[config.mk]
export PLATFORM = sky130hd
export DESIGN_NAME = iob_cache_req_pipe
export DESIGN_NICKNAME = d
export VERILOG_FILES = /design/src/rtl/iob_cache_req_pipe_pkg.sv /design/src/rtl/iob_cache_req_fifo.sv /design/src/rtl/iob_cache_req_pipe.sv
export SDC_FILE = /design/constraint.sdc
export NUM_CORES = 1
export LEC_CHECK = 0
export ABC_AREA = 0
export BUFFER_PORTS_ARGS = -buffer_cell sky130_fd_sc_hd__buf_4
export CELL_PAD_IN_SITES_DETAIL_PLACEMENT = 1
export CELL_PAD_IN_SITES_GLOBAL_PLACEMENT = 1
export CORE_ASPECT_RATIO = 0.8
export CORE_MARGIN = 3
export CORE_UTILIZATION = 50
export CTS_CLUSTER_SIZE = 28
export DETAILED_ROUTE_END_ITERATION = 10
export GPL_TIMING_DRIVEN = 0
export MAX_ROUTING_LAYER = met4
export PLACE_DENSITY = 0.83
export RECOVER_POWER = 50
export SYNTH_ARGS = -nofsm -noshare
export SYNTH_HDL_FRONTEND = slang
export SYNTH_SLANG_ARGS = --single-unit
[constraint.sdc]
create_clock -name clk -period 4.9 [get_ports clk]
set_clock_uncertainty 0.2 [all_clocks]
set_input_delay 0.245 -clock clk [delete_from_list [all_inputs] [get_ports clk]]
set_output_delay 0.245 -clock clk [all_outputs]
set_load 0.01 [all_outputs]
[src/rtl/iob_cache_req_pipe_pkg.sv]
// Shared cache-front-end widths and helpers for the request pipe and its FIFO.
package iob_cache_req_pipe_pkg;

  // Front-end byte-address width, data width and queue depth exponent.
  localparam int CACHE_ADDR_W  = 32;
  localparam int CACHE_DATA_W  = 32;
  localparam int CACHE_DEPTH_W = 2;

  // Queue operation selected in a cycle, encoded as {push, pop}.
  typedef enum logic [1:0] {
    FIFO_IDLE = 2'b00,
    FIFO_POP  = 2'b01,
    FIFO_PUSH = 2'b10,
    FIFO_BOTH = 2'b11
  } fifo_op_e;

  // Increment that sticks at all-ones instead of wrapping.
  function automatic logic [31:0] sat_inc32(input logic [31:0] value);
    return (value == 32'hFFFF_FFFF) ? value : value + 32'd1;
  endfunction

endpackage

[src/rtl/iob_cache_req_fifo.sv]
// Synchronous request FIFO with a flush that keeps only the head entry.
module iob_cache_req_fifo
  import iob_cache_req_pipe_pkg::*;
#(
  parameter int WIDTH   = 8,
  parameter int DEPTH_W = CACHE_DEPTH_W
) (
  input  logic               clk,
  input  logic               reset,
  input  logic               push,
  input  logic [WIDTH-1:0]   push_data,
  input  logic               pop,
  input  logic               flush,
  output logic [WIDTH-1:0]   head_data,
  output logic [DEPTH_W:0]   count,
  output logic               full,
  output logic               empty
);

  localparam int DEPTH = 2 ** DEPTH_W;
  localparam logic [DEPTH_W:0]   CNT_FULL = (DEPTH_W + 1)'(DEPTH);
  localparam logic [DEPTH_W:0]   CNT_ONE  = (DEPTH_W + 1)'(1);
  localparam logic [DEPTH_W-1:0] PTR_ONE  = DEPTH_W'(1);

  logic [WIDTH-1:0]   mem [DEPTH];
  logic [DEPTH_W-1:0] wr_ptr;
  logic [DEPTH_W-1:0] rd_ptr;
  logic               push_en;
  logic               pop_en;
  fifo_op_e           op;

  // A push is refused when full or during a flush; a pop needs a head entry.
  assign full      = (count == CNT_FULL);
  assign empty     = (count == '0);
  assign push_en   = push & ~full & ~flush;
  assign pop_en    = pop & ~empty;
  assign op        = fifo_op_e'({push_en, pop_en});
  assign head_data = mem[rd_ptr];

  // Entry storage; contents are don't-care until written, so no reset.
  always_ff @(posedge clk) begin
    if (push_en) begin
      mem[wr_ptr] <= push_data;
    end
  end

  // Pointer and occupancy update; flush rewinds the write pointer to just past the head.
  always_ff @(posedge clk or negedge reset) begin
    if (!reset) begin
      wr_ptr <= '0;
      rd_ptr <= '0;
      count  <= '0;
    end else if (flush) begin
      if (!empty) begin
        wr_ptr <= rd_ptr + PTR_ONE;
        rd_ptr <= pop_en ? rd_ptr + PTR_ONE : rd_ptr;
        count  <= pop_en ? '0 : CNT_ONE;
      end
    end else begin
      case (op)
        FIFO_PUSH: begin
          wr_ptr <= wr_ptr + PTR_ONE;
          count  <= count + CNT_ONE;
        end
        FIFO_POP: begin
          rd_ptr <= rd_ptr + PTR_ONE;
          count  <= count - CNT_ONE;
        end
        FIFO_BOTH: begin
          wr_ptr <= wr_ptr + PTR_ONE;
          rd_ptr <= rd_ptr + PTR_ONE;
        end
        default: begin
        end
      endcase
    end
  end

endmodule

[src/rtl/iob_cache_req_pipe.sv]
// Request queue between a CPU front end and the native cache port.
// Requests are queued, presented in order with a valid/ready handshake,
// completed combinationally and counted while the cache stalls.
module iob_cache_req_pipe
  import iob_cache_req_pipe_pkg::*;
#(
  parameter int FE_ADDR_W = CACHE_ADDR_W,
  parameter int FE_DATA_W = CACHE_DATA_W,
  parameter int DEPTH_W   = CACHE_DEPTH_W
) (
  input  logic                                        clk,
  input  logic                                        reset,
  // CPU request side
  input  logic                                        req_valid,
  output logic                                        req_ready,
  input  logic [FE_ADDR_W-$clog2(FE_DATA_W/8)-1:0]    req_addr,
  input  logic [FE_DATA_W-1:0]                        req_wdata,
  input  logic [FE_DATA_W/8-1:0]                      req_wstrb,
  input  logic                                        flush,
  // Cache native side
  output logic                                        valid,
  output logic [FE_ADDR_W-$clog2(FE_DATA_W/8)-1:0]    addr,
  output logic [FE_DATA_W-1:0]                        wdata,
  output logic [FE_DATA_W/8-1:0]                      wstrb,
  input  logic [FE_DATA_W-1:0]                        rdata,
  input  logic                                        ready,
  // Completion side
  output logic                                        resp_valid,
  output logic                                        resp_we,
  output logic [FE_DATA_W-1:0]                        resp_rdata,
  // Status
  output logic [DEPTH_W:0]                            level,
  output logic [31:0]                                 stall_cnt
);

  localparam int REQ_ADDR_W = FE_ADDR_W - $clog2(FE_DATA_W / 8);
  localparam int STRB_W     = FE_DATA_W / 8;
  localparam int ENTRY_W    = REQ_ADDR_W + FE_DATA_W + STRB_W;

  logic [ENTRY_W-1:0] push_entry;
  logic [ENTRY_W-1:0] head_entry;
  logic [DEPTH_W:0]   count;
  logic               full;
  logic               empty;
  logic               push;
  logic               pop;

  // Accept only while not full; a pop in the same cycle does not open a slot.
  assign req_ready  = ~full;
  assign push       = req_valid & req_ready;
  assign push_entry = {req_addr, req_wdata, req_wstrb};

  // The head is presented straight from storage, so it stays put until popped.
  assign valid = ~empty;
  assign {addr, wdata, wstrb} = head_entry;
  assign pop   = valid & ready;
  assign level = count;

  // Completion is the handshake cycle itself, with read data passed through.
  assign resp_valid = pop;
  assign resp_we    = pop & (|wstrb);
  assign resp_rdata = rdata;

  iob_cache_req_fifo #(
    .WIDTH   (ENTRY_W),
    .DEPTH_W (DEPTH_W)
  ) u_fifo (
    .clk       (clk),
    .reset     (reset),
    .push      (push),
    .push_data (push_entry),
    .pop       (pop),
    .flush     (flush),
    .head_data (head_entry),
    .count     (count),
    .full      (full),
    .empty     (empty)
  );

  // Count cycles where the cache holds off a presented request.
  always_ff @(posedge clk or negedge reset) begin
    if (!reset) begin
      stall_cnt <= '0;
    end else if (valid && !ready) begin
      stall_cnt <= sat_inc32(stall_cnt);
    end
  end

endmodule

# ---- Word-level counts from Yosys, hierarchy flattened
# Memory sizes are Yosys's and may differ from the RTL's.
# Index checks and enable logic that the tools add are counted.
dict set report classes {
  n_reduce_logical 13
  n_shift 0
  div 0
  n_eq_ne 7
  multipliers 0
  n_addsub 5
  order_cmp 0
  n_mux 13
  n_bitwise 10
}
# operator count
set ops {}
lappend ops {{32-bit by 1-bit adder with 32-bit output (second input constant)} 1}
lappend ops {{32-bit == test (second input constant)} 1}
lappend ops {{2-bit two-way mux} 7}
lappend ops {{1-bit bitwise AND} 6}
lappend ops {{3-bit two-way mux} 2}
lappend ops {{3-bit one-hot mux with 2 select lines} 1}
lappend ops {{2-bit AND reduction} 3}
lappend ops {{2-bit by 1-bit adder with 2-bit output (second input constant)} 2}
lappend ops {{2-bit == test (second input constant)} 2}
lappend ops {{1-bit inverter} 4}
lappend ops {{2-bit nonzero test} 2}
lappend ops {{2-bit OR reduction} 2}
lappend ops {{4-bit OR reduction} 1}
lappend ops {{3-bit by 1-bit adder with 3-bit output (second input constant)} 1}
lappend ops {{3-bit == test (second input constant)} 1}
lappend ops {{3-bit logical NOT} 1}
lappend ops {{1-bit two-way mux} 3}
lappend ops {{3-bit AND reduction} 1}
lappend ops {{3-bit nonzero test} 1}
lappend ops {{3-bit by 1-bit subtractor with 3-bit output (second input constant)} 1}
lappend ops {{2-bit by 1-bit == test with 1-bit output (second input constant)} 1}
lappend ops {{2-bit by 1-bit inequality test with 1-bit output (second input constant)} 1}
lappend ops {{2-bit inequality test (second input constant)} 1}
lappend ops {{1-bit logical AND} 1}
lappend ops {{1-bit logical NOT} 1}
dict set report word_totals {
  regBits 39
  mem_bits_ro 0
  out_inout_bits 137
  mem_count 1
  wordCells 53
  mem_bits_rw 264
  inputBits 103
  latchBits 0
}
# name depth width rd rd_clocked_by_memory_dff write_ports line
set mem_list {}
lappend mem_list {u_fifo.mem 4 66 1 0 1 iob_cache_req_fifo.sv:25} ;# logic [WIDTH-1:0] mem [DEPTH];

# ---- Longest topological paths before layout
dict set report logic_depth {
  ltp_word 9
  mapped_depth 9
  mapped_depth_nobuf 8
}

# ---- Hierarchy
# Synthesis repeated with hierarchy kept, for this count alone.
dict set report unflattened {
  cells_unflattened 605
  area_unflattened_um2 11971.5
}
# mod n_inst cells_per_inst area_per_inst_um2 seq_area_each_um2
set by_module_without_submodules {}
lappend by_module_without_submodules {iob_cache_req_fifo 1 428 10151.0 8102.8}
lappend by_module_without_submodules {iob_cache_req_pipe 1 177 1820.5 800.8}

# ---- Worst setup path after synthesis
# No wires, ideal clock.
dict set report synth_timing {
  path_kind {reg-to-reg}
  startpoint {reg u_fifo.count[2]}
  endpoint {mem u_fifo.mem[0][0] (netlist name) (enable)}
  stages_incl_launch_ff 6
  n_path_buf 2
  path_slack_ps 1448
  t_arrival_ps 2821
  synth_period_minus_slack_ps 3452
  setup_ps 431
  path_cell_list {dfrtp_1 -> or3b_1 -> and3b_1 -> buf_6 -> clkbuf_1 -> and2_1}
}
dict set report synth_via {
  elab_chain_cells 7
}
# item line
set synth_lines {}
lappend synth_lines {{from (decl)} iob_cache_req_fifo.sv:15} ;# output logic [DEPTH_W:0] count,
lappend synth_lines {{from (signal assigned)} iob_cache_req_fifo.sv:57} ;# count <= pop_en ? '0 : CNT_ONE;
lappend synth_lines {{from (signal assigned)} iob_cache_req_fifo.sv:63} ;# count <= count + CNT_ONE;
lappend synth_lines {{from (signal assigned)} iob_cache_req_fifo.sv:67} ;# count <= count - CNT_ONE;
lappend synth_lines {{3-bit == test *} iob_cache_req_fifo.sv:33} ;# assign full = (count == CNT_FULL);
lappend synth_lines {{1-bit inverter *} iob_cache_req_pipe.sv:49} ;# assign req_ready = ~full;
lappend synth_lines {{via req_ready} iob_cache_req_pipe.sv:15} ;# output logic req_ready,
lappend synth_lines {{1-bit bitwise AND} iob_cache_req_pipe.sv:50} ;# assign push = req_valid & req_ready;
lappend synth_lines {{1-bit bitwise AND * (2 in series)} iob_cache_req_fifo.sv:35} ;# assign push_en = push & ~full & ~flush;
lappend synth_lines {{1-bit two-way mux *} iob_cache_req_fifo.sv:42} ;# if (push_en) begin
lappend synth_lines {{1-bit two-way mux (implied by the code) *} iob_cache_req_fifo.sv:43} ;# mem[wr_ptr] <= push_data;
lappend synth_lines {{to (decl)} iob_cache_req_fifo.sv:25}
# Mark *: on every way through the listed nets, which the timed path passes. The rest lies on a longest branch.

# ---- Worst setup path after layout
dict set report layout_timing {
  startpoint {reg u_fifo.rd_ptr[1]}
  endpoint {out addr[19]}
}
dict set report layout_via {
  elab_chain_cells 1
}
# item line
set layout_lines {}
lappend layout_lines {{from (decl)} iob_cache_req_fifo.sv:27} ;# logic [DEPTH_W-1:0] rd_ptr;
lappend layout_lines {{from (signal assigned)} iob_cache_req_fifo.sv:56} ;# rd_ptr <= pop_en ? rd_ptr + PTR_ONE : rd_ptr;
lappend layout_lines {{from (signal assigned)} iob_cache_req_fifo.sv:66} ;# rd_ptr <= rd_ptr + PTR_ONE;
lappend layout_lines {{from (signal assigned)} iob_cache_req_fifo.sv:71} ;# rd_ptr <= rd_ptr + PTR_ONE;
lappend layout_lines {{memory read 4 x 66 bit} n/a}
lappend layout_lines {{to (decl)} iob_cache_req_pipe.sv:22} ;# output logic [FE_ADDR_W-$clog2(FE_DATA_W/8)-1:0] addr,
# Every way passes these cells.

==> flow_summary.ini <==
[synth]
yosysTopAreaCellShare_pct = 66.96
synthSimpleGateAreaFrac_pct = 4.756
synth_area_leader_cell = edfxtp_1
ys_seq_elements = 303
synth_cell_types = 44
synth-xor-area-share_pct = 2.589
avgSynthCellArea_um2 = 20.38
syn_area_um2 = 11840
synth_area_leaders = edfxtp_1 (67%), mux4_2 (13%), dfrtp_1 (8.2%), xnor2_1 (2.6%), buf_4 (2.0%)
muxShareOfSynthArea_pct = 12.65
ys.flop_type = edfxtp_1
syn_inst = 581
synth_compound_gate_area_share_pct = 1.089
synth_top_family_by_area = multiplexers
syn_nets = 690
synthAdderAreaFrac_pct = 0.6975
async_flop_share_pct = 12.87
yosysSeqAreaShare_pct = 75.21
synth-edff-count = 264
ys_warn_count = 0

[timing]
period_share_pct = 66.89
tns_ns = 0
slew_viol_final = 40
period_minus_slack_ns = 3.278
clock.fmax_ghz = 0.3051
relSlewSlack_pct = -48.08
setup_violations = 0
hold_viol_final = 0
worst_slew_pin_slew_ns = 2.221
rsz0062_at_grt = false

[clock_network]
clock_path_buffers = 3
h-tree-depth = 1
cts_setup_buffers = 0
cts-root-buf = clkbuf_16
cts_made_buffers = 29
clk_pin_slew_worst_paths_ns = 0.07
cts.sinks = 303
clock_latency_ns = 0.53
cts_tree = done

[finish]
multiInputGateArea_um2 = 2589
regArea_um2 = 8904
area_delta_synth_final_pct = 27.91
fillCellCount = 2002
layout_commonest_cell = edfxtp_1
layout-drive-gt1-share_pct = 27.02
postLayoutCellArea_um2 = 15140
diodes = 0
nets = 1001
final_cell_mix = edfxtp_1 (264), clkbuf_1 (143), buf_4 (104), dlygate4sd3_1 (70), mux4_2 (66)

[setup_path]
critPathLaunchType = register
criticalPathCategory = register to output port
critPathRequiredTime_ns = 4.45
cp_common_cell = clkbuf_1
crit_path_top_delay_cell = clkbuf_1
path_max_fanout = 10
end_kind = output port
worst-path-buf-inv = 3
critical_path.top_delay_family = buffers and inverters
r2r-start = u_fifo.count[1]
cp_cell_sequence = clkbuf_1, clkbuf_1, mux4_2, buf_4
worstPathArrival_ns = 2.83
max_stage_delay_ns = 0.60
critPathLaunch = u_fifo.rd_ptr[1]

[pwr]
p_total_mw = 8.148
ir_worst_vdd_v = 0.0003796
cellPowerDensity_nw_per_um2 = 538.1
p_leak_nw = 5.289

[detailed_routing]
vias = 6856
wl_um = 31950
postRouteAntennaNets = 0
drc = 0
drt_iter0_markers = 581
vias_per_cell = 5.620
wl_per_cell_um = 26.19
firstDrtPassIters = 5

[floorplanning]
core_um2 = 22870
dieHeight_um = 143.6
num_io_pins = 240
die_x_um = 178.0
initial_utilization_pct = 51.77
num_rows = 49
die_area_um2 = 25570

[min_path]
min_from = req_valid
min_path_type = input pin to register

[placement]
gp_congestion = 0.8310
placed_cell_area_um2 = 13890
place.port_buffers = 206
hpwl_um = 18320

[global_route]
grt_pass1_vias = 7635
gr-usage-all-layers_pct = 25.98
grt_pass1_wl_um = 47690
grt-ovfl-total = 0
grt_max_degree = 47
antenna_found_initial = 0

[run_status]
violations = capacitance limit, slew limit
status = finished with violations

[run]
maxCapViolCount = 1
-- layout make-up --
type                            instances  share of cell area, %
Clock buffer                           31                  4.842
Sequential cell                       303                  58.80
Tap cell                              306                  2.528
Buffer                                 51                  2.181
Clock inverter                         22                  2.140
Inverter                                7                 0.1735
Timing Repair Buffer                  280                  12.24
Multi-Input combinational cell        220                  17.09
-- through the flow --
step	setup slack, ns	instances	utilization [%]	hold slack, ns
final	1.622	1220	66.22	0.1799
after global routing	1.492	1220	66.22	0.2043
after CTS	1.600	1220	68.42	0.02802
after detailed placement	2.078	1097	60.73	0.05483
after global placement	0.3882	1093	60.21	0.04676
after floorplan	1.448	581	-	-0.2506
-- tightest hold or removal path: stages --
cell and delay (ns):
buf_4 0.08, and3b_1 0.17, buf_6 0.13, xnor2_1 0.08, nor2b_1 0.11, a211oi_1 0.06
-- registers in the layout, indices dropped and copies added (netlist names) --
register and flops:
u_fifo.rd_ptr 2, u_fifo.wr_ptr 2, stall_cnt 32, u_fifo.count 3, u_fifo.mem 264
-- synth_stat cells (all sizes together), types with 2 or more instances --
| library cell | n |
|---|---|
| or3 | 2 |
| a21oi | 2 |
| nand2 | 12 |
| a211oi | 2 |
| nor2 | 12 |
| nand3 | 19 |
| xnor2 | 35 |
| a31oi | 3 |
| and2 | 7 |
| nor3 | 8 |
| ha | 5 |
| o21ai | 2 |
| o211ai | 2 |
| clkbuf | 7 |
| inv | 6 |
| dfrtp | 39 |
| edfxtp | 264 |
| and3 | 12 |
| nand4 | 16 |
| mux4 | 66 |
| and4 | 2 |
| buf | 44 |
-- layer usage --
metal  up-vias  GRT usage, %  share of wire, %
li1       2929             -                 -
met1      3593         31.52                38
met2       281         45.78                54
met3        53         4.649               5.9
met4         0         6.196               2.3
met5         -             -                 0
-- kinds of logic after synthesis --
family,count (synthesis)
flip-flops,303
buffers and inverters,58
AO/OA/AOI/OAI,16
adder cells (fa/ha/maj),6
multiplexers,67
XOR/XNOR,35
AND/OR/NAND/NOR,96
-- worst paths after layout --
kind                       slack (ns)              end  cells past startpoint
max in group asynchronous        2.50     stall_cnt[7]                      2
min reg2reg                      0.29    stall_cnt[30]                      1
max                              1.62         addr[19]                      4
max reg2reg                      1.70  u_fifo.count[1]                      9
min                              0.18  u_fifo.count[0]                      6
min in group asynchronous        0.72    stall_cnt[25]                      2
-- report_power, final --
part | internal, mW | leakage, nW | switching (mW)
combinational | 1.16 | 1.87 | 1.26
sequential | 3.10 | 2.92 | 0.128
clock | 1.51 | 0.504 | 0.990
-- timing repair --
item | 4_1_cts | 5_1_grt
gates resized for setup | 0 | 0
endpoints found under the hold margin | 307 | 0
hold buffers | 70 | 0
No activity file was read; power rests on OpenSTA's default activity.
